$ cat src/rtl/systolic_skew_feeder_if.sv
// Operand beat channel between the operand source and the skew feeder.
// One beat carries an A column slice and a B row slice under valid/ready.
interface systolic_skew_feeder_if #(
  parameter int WIDTH      = 16,
  parameter int ARR_HEIGHT = 4,
  parameter int ARR_WIDTH  = 4
) ();
  logic                        s_valid;
  logic                        s_ready;
  logic [ARR_HEIGHT*WIDTH-1:0] s_a;
  logic [ARR_WIDTH*WIDTH-1:0]  s_b;

  modport master (output s_valid, output s_a, output s_b, input s_ready);
  modport slave  (input s_valid, input s_a, input s_b, output s_ready);
endinterface

$ cat src/rtl/systolic_skew_feeder.sv
// Skew feeder for the systolic_array tile: accepts one job of k_len beats,
// delays A lane i by i and B lane j by j extra cycles, pads with zeros,
// holds the SIMD mode for the job and pulses done once the last products
// have reached the south-east PE.
module systolic_skew_feeder #(
  parameter int WIDTH      = 16,
  parameter int ARR_HEIGHT = 4,
  parameter int ARR_WIDTH  = 4,
  parameter int KW         = 8
) (
  input  logic                        clk,
  input  logic                        reset,
  input  logic                        start,
  input  logic [KW-1:0]               k_len,
  input  logic [1:0]                  simd_in,
  systolic_skew_feeder_if.slave       s_bus,
  output logic [ARR_HEIGHT*WIDTH-1:0] in_a,
  output logic [ARR_WIDTH*WIDTH-1:0]  in_b,
  output logic [1:0]                  SIMD_control,
  output logic                        busy,
  output logic                        done
);

  // Drain must cover the longest diagonal through the array.
  localparam int DRAIN_LEN = ARR_HEIGHT + ARR_WIDTH - 1;
  localparam int DW        = $clog2(DRAIN_LEN + 1) + 1;

  typedef enum logic [1:0] {
    ST_IDLE   = 2'd0,
    ST_STREAM = 2'd1,
    ST_DRAIN  = 2'd2,
    ST_DONE   = 2'd3
  } state_t;

  state_t          state_r, state_s;
  logic [KW-1:0]   beat_cnt_r, beat_cnt_s;
  logic [DW-1:0]   drain_cnt_r, drain_cnt_s;
  logic [1:0]      simd_r, simd_s;
  logic            s_ready_r, busy_r, done_r;
  logic            take_s;

  // A beat is taken only while streaming; everything else feeds zeros.
  assign take_s = (state_r == ST_STREAM) && s_bus.s_valid;

  // Next-state, counter and mode-latch logic.
  always_comb begin
    state_s     = state_r;
    beat_cnt_s  = beat_cnt_r;
    drain_cnt_s = drain_cnt_r;
    simd_s      = simd_r;
    case (state_r)
      ST_IDLE: begin
        if (start) begin
          if (k_len != {KW{1'b0}}) begin
            state_s    = ST_STREAM;
            beat_cnt_s = k_len;
            simd_s     = simd_in;
          end else begin
            state_s = ST_DONE;
          end
        end else begin
          state_s = ST_IDLE;
        end
      end
      ST_STREAM: begin
        if (s_bus.s_valid) begin
          beat_cnt_s = beat_cnt_r - KW'(1);
          if (beat_cnt_r == KW'(1)) begin
            state_s     = ST_DRAIN;
            drain_cnt_s = DW'(DRAIN_LEN);
          end else begin
            state_s = ST_STREAM;
          end
        end else begin
          state_s = ST_STREAM;
        end
      end
      ST_DRAIN: begin
        drain_cnt_s = drain_cnt_r - DW'(1);
        if (drain_cnt_r == DW'(1)) begin
          state_s = ST_DONE;
        end else begin
          state_s = ST_DRAIN;
        end
      end
      ST_DONE: begin
        state_s = ST_IDLE;
      end
      default: begin
        state_s = ST_IDLE;
      end
    endcase
  end

  // State, counters and registered status outputs decoded from next state.
  always_ff @(posedge clk or negedge reset) begin
    if (!reset) begin
      state_r     <= ST_IDLE;
      beat_cnt_r  <= {KW{1'b0}};
      drain_cnt_r <= {DW{1'b0}};
      simd_r      <= 2'b00;
      s_ready_r   <= 1'b0;
      busy_r      <= 1'b0;
      done_r      <= 1'b0;
    end else begin
      state_r     <= state_s;
      beat_cnt_r  <= beat_cnt_s;
      drain_cnt_r <= drain_cnt_s;
      simd_r      <= simd_s;
      s_ready_r   <= (state_s == ST_STREAM);
      busy_r      <= (state_s == ST_STREAM) || (state_s == ST_DRAIN);
      done_r      <= (state_s == ST_DONE);
    end
  end

  assign s_bus.s_ready = s_ready_r;
  assign SIMD_control  = simd_r;
  assign busy          = busy_r;
  assign done          = done_r;

  // A lane i: chain of i+1 registers, last stage drives the west edge.
  for (genvar gi = 0; gi < ARR_HEIGHT; gi++) begin : g_a_lane
    logic [WIDTH-1:0] chain_r [gi+1];

    // Load the beat (or zero) into stage 0 and shift the rest every cycle.
    always_ff @(posedge clk or negedge reset) begin
      if (!reset) begin
        for (int k = 0; k <= gi; k++) chain_r[k] <= {WIDTH{1'b0}};
      end else begin
        chain_r[0] <= take_s ? s_bus.s_a[gi*WIDTH +: WIDTH] : {WIDTH{1'b0}};
        for (int k = 1; k <= gi; k++) chain_r[k] <= chain_r[k-1];
      end
    end

    assign in_a[gi*WIDTH +: WIDTH] = chain_r[gi];
  end

  // B lane j: chain of j+1 registers, last stage drives the north edge.
  for (genvar gj = 0; gj < ARR_WIDTH; gj++) begin : g_b_lane
    logic [WIDTH-1:0] chain_r [gj+1];

    // Load the beat (or zero) into stage 0 and shift the rest every cycle.
    always_ff @(posedge clk or negedge reset) begin
      if (!reset) begin
        for (int k = 0; k <= gj; k++) chain_r[k] <= {WIDTH{1'b0}};
      end else begin
        chain_r[0] <= take_s ? s_bus.s_b[gj*WIDTH +: WIDTH] : {WIDTH{1'b0}};
        for (int k = 1; k <= gj; k++) chain_r[k] <= chain_r[k-1];
      end
    end

    assign in_b[gj*WIDTH +: WIDTH] = chain_r[gj];
  end

endmodule

$ cat src/flat_wrapper.sv
// flat-port wrapper written by rule: the top's interface ports become plain ports
module systolic_skew_feeder_flat 
#(
  parameter int WIDTH      = 16,
  parameter int ARR_HEIGHT = 4,
  parameter int ARR_WIDTH  = 4,
  parameter int KW         = 8
)
  (clk, reset, start, k_len, simd_in, in_a, in_b, SIMD_control, busy, done, s_bus_s_valid, s_bus_s_a, s_bus_s_b, s_bus_s_ready);
  systolic_skew_feeder_if #(.WIDTH(WIDTH), .ARR_HEIGHT(ARR_HEIGHT), .ARR_WIDTH(ARR_WIDTH)) s_bus_i ();
  input  logic clk;
  input  logic reset;
  input  logic start;
  input  logic [KW-1:0] k_len;
  input  logic [1:0] simd_in;
  output logic [ARR_HEIGHT*WIDTH-1:0] in_a;
  output logic [ARR_WIDTH*WIDTH-1:0] in_b;
  output logic [1:0] SIMD_control;
  output logic busy;
  output logic done;
  input wire logic [$bits(s_bus_i.s_valid)-1:0] s_bus_s_valid;
  input wire logic [$bits(s_bus_i.s_a)-1:0] s_bus_s_a;
  input wire logic [$bits(s_bus_i.s_b)-1:0] s_bus_s_b;
  output wire logic [$bits(s_bus_i.s_ready)-1:0] s_bus_s_ready;
  assign s_bus_i.s_valid = s_bus_s_valid;
  assign s_bus_i.s_a = s_bus_s_a;
  assign s_bus_i.s_b = s_bus_s_b;
  assign s_bus_s_ready = s_bus_i.s_ready;
  systolic_skew_feeder #(.WIDTH(WIDTH), .ARR_HEIGHT(ARR_HEIGHT), .ARR_WIDTH(ARR_WIDTH), .KW(KW)) u_core (.clk(clk), .reset(reset), .start(start), .k_len(k_len), .simd_in(simd_in), .s_bus(s_bus_i), .in_a(in_a), .in_b(in_b), .SIMD_control(SIMD_control), .busy(busy), .done(done));
endmodule
$ cat config.mk
export PLATFORM = sky130hd
export DESIGN_NAME = systolic_skew_feeder_flat
export DESIGN_NICKNAME = d
export VERILOG_FILES = /design/src/rtl/systolic_skew_feeder_if.sv /design/src/rtl/systolic_skew_feeder.sv /design/src/flat_wrapper.sv
export SDC_FILE = /design/constraint.sdc
export NUM_CORES = 1
export LEC_CHECK = 0
export CAP_MARGIN = 40
export CORE_ASPECT_RATIO = 1.25
export CORE_MARGIN = 2
export CORE_UTILIZATION = 52
export DETAILED_ROUTE_END_ITERATION = 6
export HOLD_SLACK_MARGIN = 0.15
export PLACE_DENSITY = 0.84
export SKIP_CTS_REPAIR_TIMING = 1
export SYNTH_ARGS = -nofsm -noshare
export SYNTH_HDL_FRONTEND = slang
export SYNTH_SLANG_ARGS = --single-unit
export TNS_END_PERCENT = 50
$ cat constraint.sdc
create_clock -name clk -period 3.5 [get_ports clk]
set_input_delay 0.35 -clock clk [delete_from_list [all_inputs] [get_ports clk]]
set_output_delay 0.35 -clock clk [all_outputs]
set_load 0.02 [all_outputs]
# ---- Word-level counts from Yosys, hierarchy flattened
# Index checks and enable logic that the tools add are counted.
dict set report totals {
  out_inout_bits 133
  ff_bits 339
  elab_cells 71
  input_bits 142
}
dict set report op_classes {
  eq_ne 12
  n_mux 21
  n_reduce_logical 9
  n_addsub 2
}
# operator count
set ops {}
lappend ops {{16-bit two-way mux} 8}
lappend ops {{8-bit two-way mux} 3}
lappend ops {{8-bit one-hot mux with 2 select lines} 1}
lappend ops {{2-bit == test, second input constant} 4}
lappend ops {{8-bit by 1-bit == test with 1-bit output, second input constant} 1}
lappend ops {{2-bit two-way mux} 4}
lappend ops {{4-bit two-way mux} 2}
lappend ops {{2-bit one-hot mux with 4 select lines} 1}
lappend ops {{4-bit one-hot mux with 2 select lines} 1}
lappend ops {{8-bit nonzero test} 1}
lappend ops {{8-bit by 1-bit subtractor with 8-bit output, second input constant} 1}
lappend ops {{2-bit inequality test, second input constant} 3}
lappend ops {{3-bit AND reduction} 2}
lappend ops {{2-bit by 1-bit == test with 1-bit output, second input constant} 2}
lappend ops {{4-bit by 1-bit == test with 1-bit output, second input constant} 1}
lappend ops {{4-bit AND reduction} 1}
lappend ops {{2-bit nonzero test} 2}
lappend ops {{4-bit by 1-bit subtractor with 4-bit output, second input constant} 1}
lappend ops {{2-bit zero test} 1}
lappend ops {{2-bit by 1-bit inequality test with 1-bit output, second input constant} 1}
lappend ops {{1-bit logical AND} 1}
lappend ops {{1-bit logical OR} 1}
lappend ops {{1-bit two-way mux} 1}

# ---- Depth between registers and ports, before layout
dict set report logic_depth {
  depth_word 6
  mapped_depth 7
  depth_no_buf 7
}

# ---- Least setup slack after synthesis
# OpenSTA, ideal clock, no wires.
dict set report synth_path {
  kind {reg2reg}
  start {register u_core.beat_cnt_r[3]}
  end {register u_core.busy_r, in the netlist u_core.busy}
  path_stages_with_launch 7
  setup_ps 113
  path_buffers 0
  setup_slack_ps 1548
  period_less_slack_ps 1952
  required_ps 3387
  arrival_ps 1839
  cell_sequence {dfrtp_1 or4_4 nand4bb_4 o21a_4 o31a_2 ha_1 inv_1}
}
dict set report synth_via {
  elab_chain_len 6
  word_cells_on_any_way 7
  cone_classes {eq/ne: 3; mux: 3; reduce/logical: 1}
}
# item line
set synth_lines {}
lappend synth_lines {{start: declaration} systolic_skew_feeder.sv:36} ;# logic [KW-1:0] beat_cnt_r, beat_cnt_s;
lappend synth_lines {{start signal: assignment} systolic_skew_feeder.sv:99} ;# beat_cnt_r <= {KW{1'b0}};
lappend synth_lines {{start signal: assignment} systolic_skew_feeder.sv:107} ;# beat_cnt_r <= beat_cnt_s;
lappend synth_lines {{8-bit by 1-bit == test with 1-bit output (*)} systolic_skew_feeder.sv:68} ;# if (beat_cnt_r == KW'(1)) begin
lappend synth_lines {{2-bit two-way mux (*)} systolic_skew_feeder.sv:68}
lappend synth_lines {{2-bit two-way mux (*)} systolic_skew_feeder.sv:66} ;# if (s_bus.s_valid) begin
lappend synth_lines {{2-bit one-hot mux with 4 select lines (*)} systolic_skew_feeder.sv:51} ;# case (state_r)
lappend synth_lines {{2-bit by 1-bit == test with 1-bit output / 2-bit == test (equally long branches)} systolic_skew_feeder.sv:111} ;# busy_r <= (state_s == ST_STREAM) || (state_s == ST_DRAIN);
lappend synth_lines {{1-bit logical OR (*)} systolic_skew_feeder.sv:111}
lappend synth_lines {{end signal: assignment} systolic_skew_feeder.sv:111}
lappend synth_lines {{end: declaration} systolic_skew_feeder.sv:39} ;# logic s_ready_r, busy_r, done_r;
# Mark *: on every way between the ends. The rest lies on a longest branch, timed or not.
# A chain may end at the register's enable or synchronous reset.

# ---- Worst setup path in the final report
# Same ends and word-level chain as after synthesis.

==> results.yml <==
routing:
  antenna_left: 0
  drt-met1-wl_um: 7200
  top_layer: "met5"
  vias: 5338
  drtPass1Iterations: 4
  drc_errors: 0
  route.met2.wl_um: 10900
  wire_per_inst_um: 17.1
  drt_iter0_drc: 316
  vias_per_cell: 4.56
  wl_met3_um: 1410
  routed_wl_um: 20100
global_route:
  grt_first_pass_wirelength_um: 31000
  track_usage_pct: 18.4
  grt_overflow: 0
  grt_max_degree: 110
  first_global_vias: 5780
  antenna_found_initial: 1
setup_path:
  path_class: "reg2reg"
  arrival_ns: 2.53
  startpoint_type: "flop"
  critPathMaxFanout: 7
  end_kind: "flop"
  cp.required_ns: 3.93
clocking:
  h-tree-depth: 1
  clk_path_buf_depth: 3
  clock-sinks: 339
  clockRootBuffer: "clkbuf_16"
  cts_tree: "yes"
  cts_buffers: 31
  clk_pin_slew_ns: 0.06
  clock_latency_ns: 0.53
place:
  hpwl_um: 13700
  portBuffers: 274
  gp_congestion: 0.891
  dp_cells: 1113
  pre_cts_ws_ns: 1.16
synthesis:
  syn_nets: 825
  synth_ff_type: "dfrtp_1"
  yosysWarnings: 0
  yosys_register_bits: 339
  avgSynthCellArea_um2: 15.8
  syn-cell-area_um2: 10700
  synth_edf_count: 0
  synthDistinctLibCells: 49
  async_flop_share_pct: 100
  synth_cells: 677
  yosysSeqAreaShare_pct: 79.1
sta:
  tightest_slew_ns: 0.816
  min_period_over_period_pct: 60.0
  slew_viol_final: 0
  rsz0062_at_grt: "false"
  finalSetupViolCount: 0
  post-route-min-period_ns: 2.10
  fmax_ghz: 0.476
  timing.final.ws_setup_ns: 1.40
  setup-tns-final_ns: 0
  finalClockSkew_ns: 0.00805
  hold_viol_final: 0
  slew_headroom_pct: 45.6
cells_and_area:
  antennaDiodeCount: 0
  syn2layout_area_growth_pct: 32.1
  fillers: 1364
  seq_area_um2: 8480
  fin_cells: 1170
  multi_input_area_um2: 1420
  nNetsFinal: 1025
  drive_above_1_share_pct: 7.67
hold_path:
  min_path_type: "reg2reg"
die:
  fp-row-count: 58
  fp.dieArea_um2: 21800
  core_area_um2: 20200
  start_util_pct: 53.2
  fp.dieW_um: 132
  ios: 275
  die_height_um: 165
power_and_ir_drop:
  swShare_pct: 25.3
  p_seq_share_pct: 48.6
  ir_worst_vdd_v: 0.000522
  pwr-share-comb_pct: 17.7
  pwr-share-clk_pct: 33.7
  p_leak_nw: 6.60
  p_sw_w: 0.00254
  p_per_area_nw_per_um2: 708
  internal-power_w: 0.00748
outcome:
  status: "complete, no violations"
flow_run:
  maxCapViolCount: 0
==> per-layer routing <==
metal  vias up  global-route usage [%]
met5         -                       0
li1       2424                       -
met3        36                    4.94
met2       210                    33.2
met1      2666                    21.5
met4         2                    6.16
==> worst max-delay path: stages (launching register included) <==
cell and delay [ns]:
dfrtp_1 0.46, or4_4 0.59, nand4bb_4 0.26, o21a_4 0.26, o31a_2 0.11, ha_1 0.28
inv_1 0.04
==> sequential cells by signal, summed over array words and instances, names as in the netlist <==
signal	flops
u_core.g_a_lane.chain_r	112
u_core.in_b	48
u_core.drain_cnt_r	4
u_core.busy	1
u_core.done	1
u_core.beat_cnt_r	8
u_core.g_b_lane.chain_r	112
u_core.SIMD_control	2
u_core.s_bus.s_ready	1
u_core.state_r	2
u_core.in_a	48
==> stage by stage <==
step                      hold WS [ns]  utilization (%)  instance area, um^2  power [W]
after global routing             0.347             70.2                14200     0.0105
final                            0.345             70.2                14200     0.0100
after floorplan                 0.0544                -                10700    0.00595
after global placement           0.331             65.0                13100    0.00662
after CTS                       -0.102             70.1                14200     0.0101
after detailed placement         0.335             65.0                13100    0.00672
==> path summary, 6_finish.rpt <==
kind / start / to / slack (ns) / depth (start not counted)
worst max-delay path: u_core.beat_cnt_r[3]$_DFFE_PN0P_ / u_core.busy$_DFF_PN0_ / 1.40 / 6
worst min-delay path: u_core.g_a_lane[3].chain_r[60]$_DFF_PN0_ / u_core.g_a_lane[3].chain_r[44]$_DFF_PN0_ / 0.35 / 0
worst max register to register: u_core.beat_cnt_r[3]$_DFFE_PN0P_ / u_core.busy$_DFF_PN0_ / 1.40 / 6
worst min register to register: u_core.g_a_lane[3].chain_r[60]$_DFF_PN0_ / u_core.g_a_lane[3].chain_r[44]$_DFF_PN0_ / 0.35 / 0
max in group asynchronous: reset / u_core.in_b[38]$_DFF_PN0_ / 2.15 / 3
min in group asynchronous: reset / u_core.g_b_lane[3].chain_r[36]$_DFF_PN0_ / 0.47 / 2
==> cell families (layout without fill, tap and decap cells) <==
logic type | Yosys count | count (layout) | synth area share [%]
muxes | 1 | 1 | 0.0934
xor gates and xnor gates | 1 | 1 | 0.0817
DFF | 339 | 339 | 79.1
buffers and inverters | 123 | 346 | 7.68
adders and majority gates | 6 | 6 | 0.700
and+or+nand+nor | 172 | 172 | 9.92
AOI/OAI and AO/OA | 35 | 35 | 2.42
==> placed cells by master, fill, tap and decap left out, drive strengths merged, types with 2 or more instances in the layout <==
| cell | instances |
|---|---|
| a21oi | 6 |
| bufinv | 4 |
| clkbuf | 41 |
| and2 | 128 |
| a31oi | 2 |
| ha | 6 |
| nor3 | 4 |
| or3 | 2 |
| clkdlybuf4s50 | 273 |
| nand2b | 2 |
| nor2 | 11 |
| dfrtp | 339 |
| clkinv | 9 |
| o31ai | 2 |
| and2b | 2 |
| inv | 11 |
| buf | 7 |
| o21ai | 8 |
| o31a | 2 |
| nor2b | 2 |
| nand2 | 11 |
| or4 | 3 |
| o21a | 2 |
==> power groups by stage <==
stage	sequential (W)	clock (W)	combinational, W
after CTS	0.00488	0.00346	0.00180
final	0.00487	0.00337	0.00177
after detailed placement	0.00494	0	0.00178
after global placement	0.00488	0	0.00174
after global routing	0.00494	0.00364	0.00190
after floorplan	0.00494	0	0.00102
==> area by class of cell <==
type                       instances  area share, %
sequential                       339           59.9
timing repair buffer             281           20.1
multi-input combinational        215           10.0
clock buffer                      41           6.10
tap                              270           2.39
clock inverter                    15           1.29
inverter                           9          0.239
==> cell usage after synthesis, types with 2 or more instances <==
cell type	instances	area share, %
or4_1	2	0.14
and2_1	128	7.5
nand2_1	11	0.39
inv_1	9	0.32
nand2b_1	2	0.12
nor2_1	11	0.39
nor3_1	4	0.19
a31oi_1	2	0.12
buf_4	96	6.7
clkbuf_1	17	0.60
o21ai_0	7	0.33
dfrtp_1	339	79
nor2b_1	2	0.12
a21oi_1	6	0.28
o31ai_1	2	0.14
ha_1	6	0.70
Power figures use the tool's default switching activity.
